`src/rtl/otter_mem_pkg.sv`:
```
// Shared types for the OTTER backing-memory arbiter.
package otter_mem_pkg;

    typedef enum logic [1:0] {IDLE, BURST_I, BURST_D, DONE} arb_state_t;
    typedef enum logic {OWN_I, OWN_D} owner_t;

    localparam int WORD_BYTES = 4;

endpackage

```
`src/rtl/line_burst_counter.sv`:
```
// Word counter for one cache-line burst: clear on grant, step on each memory ack.
module line_burst_counter #(
    parameter  int LINE_WORDS = 8,
    localparam int CW         = $clog2(LINE_WORDS)
) (
    input  logic          CLK,
    input  logic          RST,
    input  logic          clr,
    input  logic          inc,
    output logic [CW-1:0] cnt,
    output logic          last
);

    // Natural wrap returns cnt to 0 on the final ack of a line.
    always_ff @(posedge CLK) begin
        if (RST || clr) cnt <= '0;
        else if (inc)   cnt <= cnt + 1'b1;
    end

    assign last = (cnt == CW'(LINE_WORDS - 1));

endmodule

```
`src/rtl/otter_mem_arbiter.sv`:
```
// Shares the single backing-memory port between I-cache refills and
// D-cache refills/writebacks as fixed-length line bursts.
module otter_mem_arbiter
    import otter_mem_pkg::*;
#(
    parameter  int LINE_WORDS = 8,
    parameter  int ADDR_W     = 32,
    localparam int CW         = $clog2(LINE_WORDS)
) (
    input  logic              CLK,
    input  logic              RST,
    input  logic              ic_req,
    input  logic [ADDR_W-1:0] ic_addr,
    output logic [31:0]       ic_rdata,
    output logic              ic_rvalid,
    output logic              ic_done,
    input  logic              dc_req,
    input  logic              dc_we,
    input  logic [ADDR_W-1:0] dc_addr,
    input  logic [31:0]       dc_wdata,
    output logic [CW-1:0]     dc_widx,
    output logic [31:0]       dc_rdata,
    output logic              dc_rvalid,
    output logic              dc_done,
    output logic              mem_req,
    output logic              mem_we,
    output logic [ADDR_W-1:0] mem_addr,
    output logic [31:0]       mem_wdata,
    input  logic              mem_ack,
    input  logic [31:0]       mem_rdata,
    output logic              busy
);

    localparam int                WB_SH     = $clog2(WORD_BYTES);
    localparam int                OFS       = CW + WB_SH;
    localparam logic [ADDR_W-1:0] LINE_MASK = ~ADDR_W'((64'd1 << OFS) - 64'd1);

    arb_state_t        state, state_nx;
    owner_t            owner, last_grant;
    logic [ADDR_W-1:0] base;
    logic              we_l;
    logic              grant_i, grant_d;
    logic              in_burst, wr_beat, final_ack;
    logic [CW-1:0]     cnt;
    logic              cnt_last;

    assign in_burst  = (state == BURST_I) || (state == BURST_D);
    assign final_ack = in_burst && mem_ack && cnt_last;

    line_burst_counter #(.LINE_WORDS(LINE_WORDS)) u_cnt (
        .CLK  (CLK),
        .RST  (RST),
        .clr  (grant_i || grant_d),
        .inc  (in_burst && mem_ack),
        .cnt  (cnt),
        .last (cnt_last)
    );

    always_comb begin
        state_nx = state;
        grant_i  = 1'b0;
        grant_d  = 1'b0;
        case (state)
            IDLE: begin
                // On a tie, whoever was not served last goes first.
                if (dc_req && (!ic_req || last_grant == OWN_I)) begin
                    grant_d  = 1'b1;
                    state_nx = BURST_D;
                end else if (ic_req) begin
                    grant_i  = 1'b1;
                    state_nx = BURST_I;
                end
            end
            BURST_I, BURST_D: if (mem_ack && cnt_last) state_nx = DONE;
            DONE:             state_nx = IDLE;
            default:          state_nx = IDLE;
        endcase
    end

    always_ff @(posedge CLK) begin
        if (RST) begin
            state      <= IDLE;
            owner      <= OWN_I;
            last_grant <= OWN_I;
            base       <= '0;
            we_l       <= 1'b0;
        end else begin
            state <= state_nx;
            if (grant_d) begin
                base  <= dc_addr & LINE_MASK;
                we_l  <= dc_we;
                owner <= OWN_D;
            end else if (grant_i) begin
                base  <= ic_addr & LINE_MASK;
                we_l  <= 1'b0;
                owner <= OWN_I;
            end
            if (final_ack) last_grant <= owner;
        end
    end

    assign wr_beat   = (state == BURST_D) && we_l;
    assign busy      = (state != IDLE);
    assign mem_req   = in_burst;
    assign mem_we    = in_burst && we_l;
    assign mem_addr  = in_burst ? (base | (ADDR_W'(cnt) << WB_SH)) : '0;
    assign dc_widx   = wr_beat ? cnt : '0;
    assign mem_wdata = wr_beat ? dc_wdata : '0;

    // Read data is a straight pass-through of the memory word on its ack.
    assign ic_rvalid = (state == BURST_I) && !we_l && mem_ack;
    assign dc_rvalid = (state == BURST_D) && !we_l && mem_ack;
    assign ic_rdata  = ic_rvalid ? mem_rdata : '0;
    assign dc_rdata  = dc_rvalid ? mem_rdata : '0;

    assign ic_done   = (state == DONE) && (owner == OWN_I);
    assign dc_done   = (state == DONE) && (owner == OWN_D);

endmodule

```
`config.mk`:
```
export PLATFORM = sky130hd
export DESIGN_NAME = otter_mem_arbiter
export DESIGN_NICKNAME = d
export VERILOG_FILES = /design/src/rtl/otter_mem_pkg.sv /design/src/rtl/line_burst_counter.sv /design/src/rtl/otter_mem_arbiter.sv
export SDC_FILE = /design/constraint.sdc
export NUM_CORES = 1
export LEC_CHECK = 0
export ABC_AREA = 0
export BUFFER_PORTS_ARGS = -buffer_cell sky130_fd_sc_hd__buf_2
export CELL_PAD_IN_SITES_DETAIL_PLACEMENT = 1
export CELL_PAD_IN_SITES_GLOBAL_PLACEMENT = 2
export CORE_ASPECT_RATIO = 0.5
export CORE_MARGIN = 2
export CORE_UTILIZATION = 14
export CTS_CLUSTER_DIAMETER = 40
export CTS_CLUSTER_SIZE = 16
export DETAILED_ROUTE_END_ITERATION = 6
export PLACE_DENSITY = 0.73
export REMOVE_ABC_BUFFERS = 1
export SETUP_SLACK_MARGIN = 0.3
export SYNTH_ARGS = -nofsm -noshare
export SYNTH_HDL_FRONTEND = slang
export SYNTH_SLANG_ARGS = --single-unit
```
`constraint.sdc`:
```
create_clock -name CLK -period 1.6 [get_ports CLK]
set_input_delay 0 -clock CLK [delete_from_list [all_inputs] [get_ports CLK]]
set_output_delay 0 -clock CLK [all_outputs]
set_load 0.01 [all_outputs]
```
==> out/results.txt, run 1 <==
fillers -> 2131
CP max FO -> 33
Seq/Total Area, Yosys -> 0.284
Worst R2R End -> base[15]
Final Max Slew Viols -> 0
startpoint types -> register
Post-Syn Area -> 2470 um^2
Antenna Nets Post-Route -> 0
Worst path top cell family by delay -> buffers and inverters
Top FF cell, synth -> dfxtp_1
leakage -> 2.62 nW
Mapped Avg Cell Area -> 7.72 um^2
CP Launch Point -> state[0]
initial antenna violation count -> 0
DR WL/cell -> 13.8 um
top cells by area, synth -> dfxtp_1, and2_1, mux2i_1
hold path cells -> 3
Die Height -> 97.9 um
Ant. Diodes -> 0
reg-to-reg critical path startpoint -> state[1]
run status -> completed
gr ovfl total -> 0
HP Class -> in -> reg
worst r2r path cells -> 6
first-pass GRT wire length -> 16.1 mm
Critical Path Sink -> ic_rdata[30]
asr flop ratio synth -> 0
largest net degree at the start of global routing -> 39
worst clock skew -> 0.00437 ns
initial DRC count -> 44
Routability Congestion -> 0.734
PortBufs -> 259
clk root buf -> clkbuf_16
initial core utilization -> 0.143
CTS clk-pin slew, worst paths -> 0.06 ns
cell accounting for the most synthesized area -> dfxtp_1
H-tree Lvls -> 2
cell count after placement -> 797
die area -> 18800 um^2
Post-Synthesis Cells -> 320
Skew-Pair Late Insertion Delay -> 0.28 ns
final WL -> 11.4 mm
clock buffer depth -> 2
drt pass-1 iters -> 4
worst vdd ir -> 0.442 mV
RSZ-0062 raised after global routing -> true
worst hold slack -> 0.00503 ns
area grow syn2layout -> 85.4%
commonest non-fill, non-tap cell in the layout -> buf_2
Min Clock Period, post-route -> 1.57 ns
R2R Setup Slk -> 0.09 ns
drt drc -> 0
Fin. Hold Viols -> 0
routed vias -> 3175
max frequency -> 636 MHz
cts bufs inserted -> 5
Core Util, Final -> 0.264
Synth warnings -> 0
most frequent cells in the layout -> buf_2, and2_1, and3_1, nand2_1, dfxtp_1
crit-path cells -> buf_4 > ha_1 > and3b_1 > buf_12 > and2_1 > buf_2
Yosys top cell area share -> 0.284
crit path kind -> reg -> out
Crit. path cell count -> 6
TritonCTS Sinks -> 35
io pins -> 272
DR vias/cell -> 3.86
Cell Count, Final, Fillers Out -> 823
share of post-route cells with drive strength above 1 -> 0.523
Synth cell types -> 28
CTS tree -> done
slowest stage delay, CP -> 0.31 ns
Worst EP required -> 1.60 ns
DP HPWL -> 8.05 mm
nets -> 728
critical path endpoint category -> primary output
maxcap violations -> 0
vias in the first global route -> 3065
total track usage -> 0.107
crit path DAT -> 1.57 ns
final period utilization -> 0.982
EDFF count, synth -> 0
Seq cells post-synth -> 35
Setup-failing EPs final -> 0
CP max-delay cell -> dfxtp_1
core footprint -> 17300 um^2
Die Width -> 192 um
WP buf/inv -> 3
pwr dens -> 1120 nW/um^2
Std-Cell Rows -> 34
==> report_power, final <==
part | switching (mW) | internal (mW)
clock | 0.380 | 0.734
sequential | 0.131 | 1.13
combinational | 1.42 | 1.33
total | 1.93 | 3.20
==> area by class of cell <==
cell class              count  area [um^2]  area share
clock buffers               5          125      0.0273
flip-flops and latches     35          713       0.156
repair buffers            284         1680       0.366
inverters                   4         15.0     0.00328
well taps                 234          293      0.0639
clock inverters             3         43.8     0.00956
multi-input cells         258         1710       0.374
==> synth_stat cells, types with 2 or more instances <==
library cell and count:
ha_1 6, and2_1 97, buf_4 4, nor2_1 4, o21ai_1 10, nand3_1 4, clkbuf_1 18, buf_2 3
dfxtp_1 35, inv_1 4, nand2_1 34, o21ai_0 19, nand2b_1 2, and3_1 36, mux2i_1 28, and3b_1 2
a21oi_1 3
==> through the flow <==
stage	power, mW	setup TNS [ns]	area (um^2)	setup WS (ns)
6_report	5.13	0	4580	0.0286
2_1_floorplan	2.44	-20.93	2320	-0.538
3_3_place_gp	3.51	-0.00580	4050	-0.00290
3_5_place_dp	3.57	-1.89	4050	-0.0770
4_1_cts	4.98	0	4440	0.0161
5_1_grt	5.51	-1.77	4580	-0.0454
==> state kept, by name (all words and copies together), names as in the netlist <==
signal and flops:
we_l 1, state 2, last_grant 1, base 27
u_cnt.cnt 3, owner 1
==> per-layer routing <==
metal / track usage / wire length (um) / part of all wire
met2: 0.215 / 5940 / 0.52
met1: 0.118 / 4810 / 0.42
met4: 0.0213 / 107 / 0.0094
met3: 0.0147 / 490 / 0.043
met5: 0 / 0 / 0
==> worst min-delay path by stage <==
stage / startpoint / slack [ns] / to
after floorplan: RST / 0.06 / state[1]
after global placement: dc_we / 0.25 / we_l
after detailed placement: RST / 0.26 / state[1]
after CTS: dc_addr[25] / 0.003 / base[25]
after global routing: ic_addr[5] / 0.01 / base[5]
final: dc_addr[12] / 0.005 / base[12]
==> worst min-delay path, stage by stage <==
cell,delay [ns]
buf_2,0.07
mux2i_1,0.07
o21ai_1,0.10
==> logic make-up (layout without fill, tap and decap cells) <==
group           Yosys count  after routing  share of synthesized area
compound gates           37             37                     0.0836
fa+ha+maj                 6              6                     0.0304
mux                      28             28                      0.113
xor+xnor                  1              1                    0.00355
simple gates            180            184                      0.417
other cells               1              2                    0.00152
buf+inv                  32            296                     0.0664
flops                    35             35                      0.284
==> what timing repair did <==
| item | in CTS | in global routing |
|---|---|---|
| gates resized for setup | 17 | 20 |
| pin swaps | 0 | 7 |
| cloned | 3 | 5 |
| hold buffers | 8 | 0 |
| endpoints found under the hold margin | 8 | 0 |
| buffers inserted | 0 | 2 |
| endpoints found under the setup margin | 169 | 169 |
(Power assumes the default switching activity.)
==> run 2: changes to the inputs <==
--- a/config.mk
+++ b/config.mk
@@ -9,7 +9,6 @@
 export BUFFER_PORTS_ARGS = -buffer_cell sky130_fd_sc_hd__buf_2
 export CELL_PAD_IN_SITES_DETAIL_PLACEMENT = 1
 export CELL_PAD_IN_SITES_GLOBAL_PLACEMENT = 2
-export CORE_ASPECT_RATIO = 0.5
 export CORE_MARGIN = 2
 export CORE_UTILIZATION = 14
 export CTS_CLUSTER_DIAMETER = 40
==> constraint.sdc (replaced) <==
create_clock -name CLK -period 1.6 [get_ports CLK]
set_input_delay 0 -clock CLK [delete_from_list [all_inputs] [get_ports CLK]]
set_output_delay 0 -clock CLK [all_outputs]
set_load 0.1 [all_outputs]
==> run 2 against run 1 <==
Against the previous run:
- hold slack got worse by 0.015 ns
- non-clock buffer count increased by 21
- register-to-register slack got worse by 0.06 ns
- cell area increased by 55%
- via count increased by 7.9%
- clock power increased by 5%
- largest power group unchanged
- critical path type unchanged
- total power increased by 99%
- clock skew decreased by 0.00093 ns
- the run now ends with hold timing, setup timing left
==> out/results.txt, run 2 (synthesis gave the netlist of run 1 again) <==
worst hold slack -> -0.00980 ns
gr ovfl total -> 0
Core Util, Final -> 0.411
Clock Power Share -> 0.113
io pins -> 272
clock buffer depth -> 2
HP Class -> in -> reg
TritonCTS Sinks -> 35
footprint of the multi-input gates -> 1930 um^2
maxcap violations -> 0
crit-path cells -> inv_4 > ha_4 > buf_12 > buf_16 > and2_4 > buf_12
CTS tree -> done
Combinational Power Share -> 0.760
CP dominant cell by count -> buf_12
area grow syn2layout -> 188%
worst r2r path cells -> 7
critical path endpoint category -> primary output
biggest regs -> base (27), u_cnt.cnt (3), state (2)
final WL -> 15.2 mm
first-pass GRT wire length -> 22.0 mm
initial antenna violation count -> 1
crit path DAT -> 1.68 ns
DR vias/cell -> 4.12
drt pass-1 iters -> 4
Std-Cell Rows -> 48
Crit. path cell count -> 6
slowest stage delay, CP -> 0.41 ns
DP HPWL -> 11.6 mm
drt drc -> 0
Cell Int Power -> 5.21 mW
nets -> 745
clk root buf -> clkbuf_16
max frequency -> 595 MHz
crit path kind -> reg -> out
Worst path top cell family by delay -> buffers and inverters
DR WL/cell -> 18.3 um
total track usage -> 0.153
routed vias -> 3426
Final Max Slew Viols -> 0
Die Height -> 137 um
final setup TNS -> -2.23 ns
initial DRC count -> 94
Fin. Hold Viols -> 6
leakage -> 3.27 nW
largest net degree at the start of global routing -> 38
largest reg by FF count -> base
die area -> 18700 um^2
Flop pwr share -> 0.127
failing checks -> hold timing, setup timing
startpoint types -> register
Routability Congestion -> 0.723
CTS clk-pin slew, worst paths -> 0.06 ns
run status -> finished, violations left
commonest non-fill, non-tap cell in the layout -> buf_12
WP buf/inv -> 4
Switch Pwr -> 5.02 mW
sw frac -> 0.491
register cell area after layout -> 707 um^2
initial core utilization -> 0.143
fin worst setup slack -> -0.0801 ns
pwr dens -> 1440 nW/um^2
CP max FO -> 7
share of post-route cells with drive strength above 1 -> 0.691
hold path cells -> 3
Skew-Pair Late Insertion Delay -> 0.28 ns
core footprint -> 17300 um^2
Antenna Nets Post-Route -> 0
flip-flop count of the largest register after layout -> 27
worst clock skew -> 0.00345 ns
Setup-failing EPs final -> 70
Pwr Total -> 10.2 mW
H-tree Lvls -> 2
fillers -> 1889
Worst EP required -> 1.60 ns
vias in the first global route -> 3692
Die Width -> 137 um
final period utilization -> 1.05
most frequent cells in the layout -> buf_12, buf_2, and2_4, and3_1, nand2_1
PortBufs -> 259
worst vdd ir -> 1.13 mV
RSZ-0062 raised after global routing -> true
cts bufs inserted -> 5
CP max-delay cell -> ha_4
Ant. Diodes -> 0
Min Clock Period, post-route -> 1.68 ns
[run 2: cell count changes in the layout (fill, tap and decap cells not counted), moves of 5 or more]
cell / delta
buf_12: +138
o21ai_0: -9
buf_16: +5
and2_4: +96
buf_6: +8
o21ai_1: +8
and2_1: -95
buf_2: -135
[run 2: tightest hold or removal path: stages]
cell     delay (ns)
buf_2          0.08
mux2i_1        0.06
o21ai_1        0.10
[run 2: power by group through the flow]
stage                     combinational, mW  sequential (mW)  clock [mW]
after floorplan                        3.67             1.25           0
after detailed placement               6.20             1.28           0
final                                  7.77             1.29        1.16
after global placement                 6.11             1.26           0
after global routing                   8.07             1.33        1.24
after CTS                              7.49             1.28        1.20
[run 2: final cells by class]
type                    instances  share of cell area
flip-flops and latches         35              0.0994
repair buffers                305               0.563
well taps                     225              0.0396
clock inverters                 2             0.00493
clock buffers                   6              0.0195
multi-input cells             254               0.271
inverters                       4             0.00246
[run 2: timing repair]
action	CTS	global route
endpoints found under the setup margin	171	171
hold endpoints to repair	12	1
gates cloned	6	3
gates resized for setup	87	68
pin swaps	6	16
setup buffers	9	3
hold buffers	10	1
[run 2: path summary, 6_finish.rpt]
path                                  start           end  slack (ns)
worst max register to register     state[1]      base[30]        0.03
worst max-delay path               state[1]  mem_addr[17]       -0.08
worst min-delay path            ic_addr[27]      base[27]       -0.01
worst min register to register     base[17]      base[17]        0.45
[run 2: metrics by stage]
stage,cells,setup slack (ns),area [um^2]
after CTS,824,-0.112,6860
final,831,-0.0801,7110
after global routing,831,-0.130,7110
after floorplan,293,-1.41,2320
after detailed placement,791,0.0404,6100
after global placement,791,0.124,6100
[run 2: routing by layer]
metal,vias up,track usage,routed length [um]
met5,-,0,0
met4,0,0.0252,195
met3,8,0.0511,1430
met2,170,0.304,8500
met1,1630,0.156,5070
li1,1618,-,-
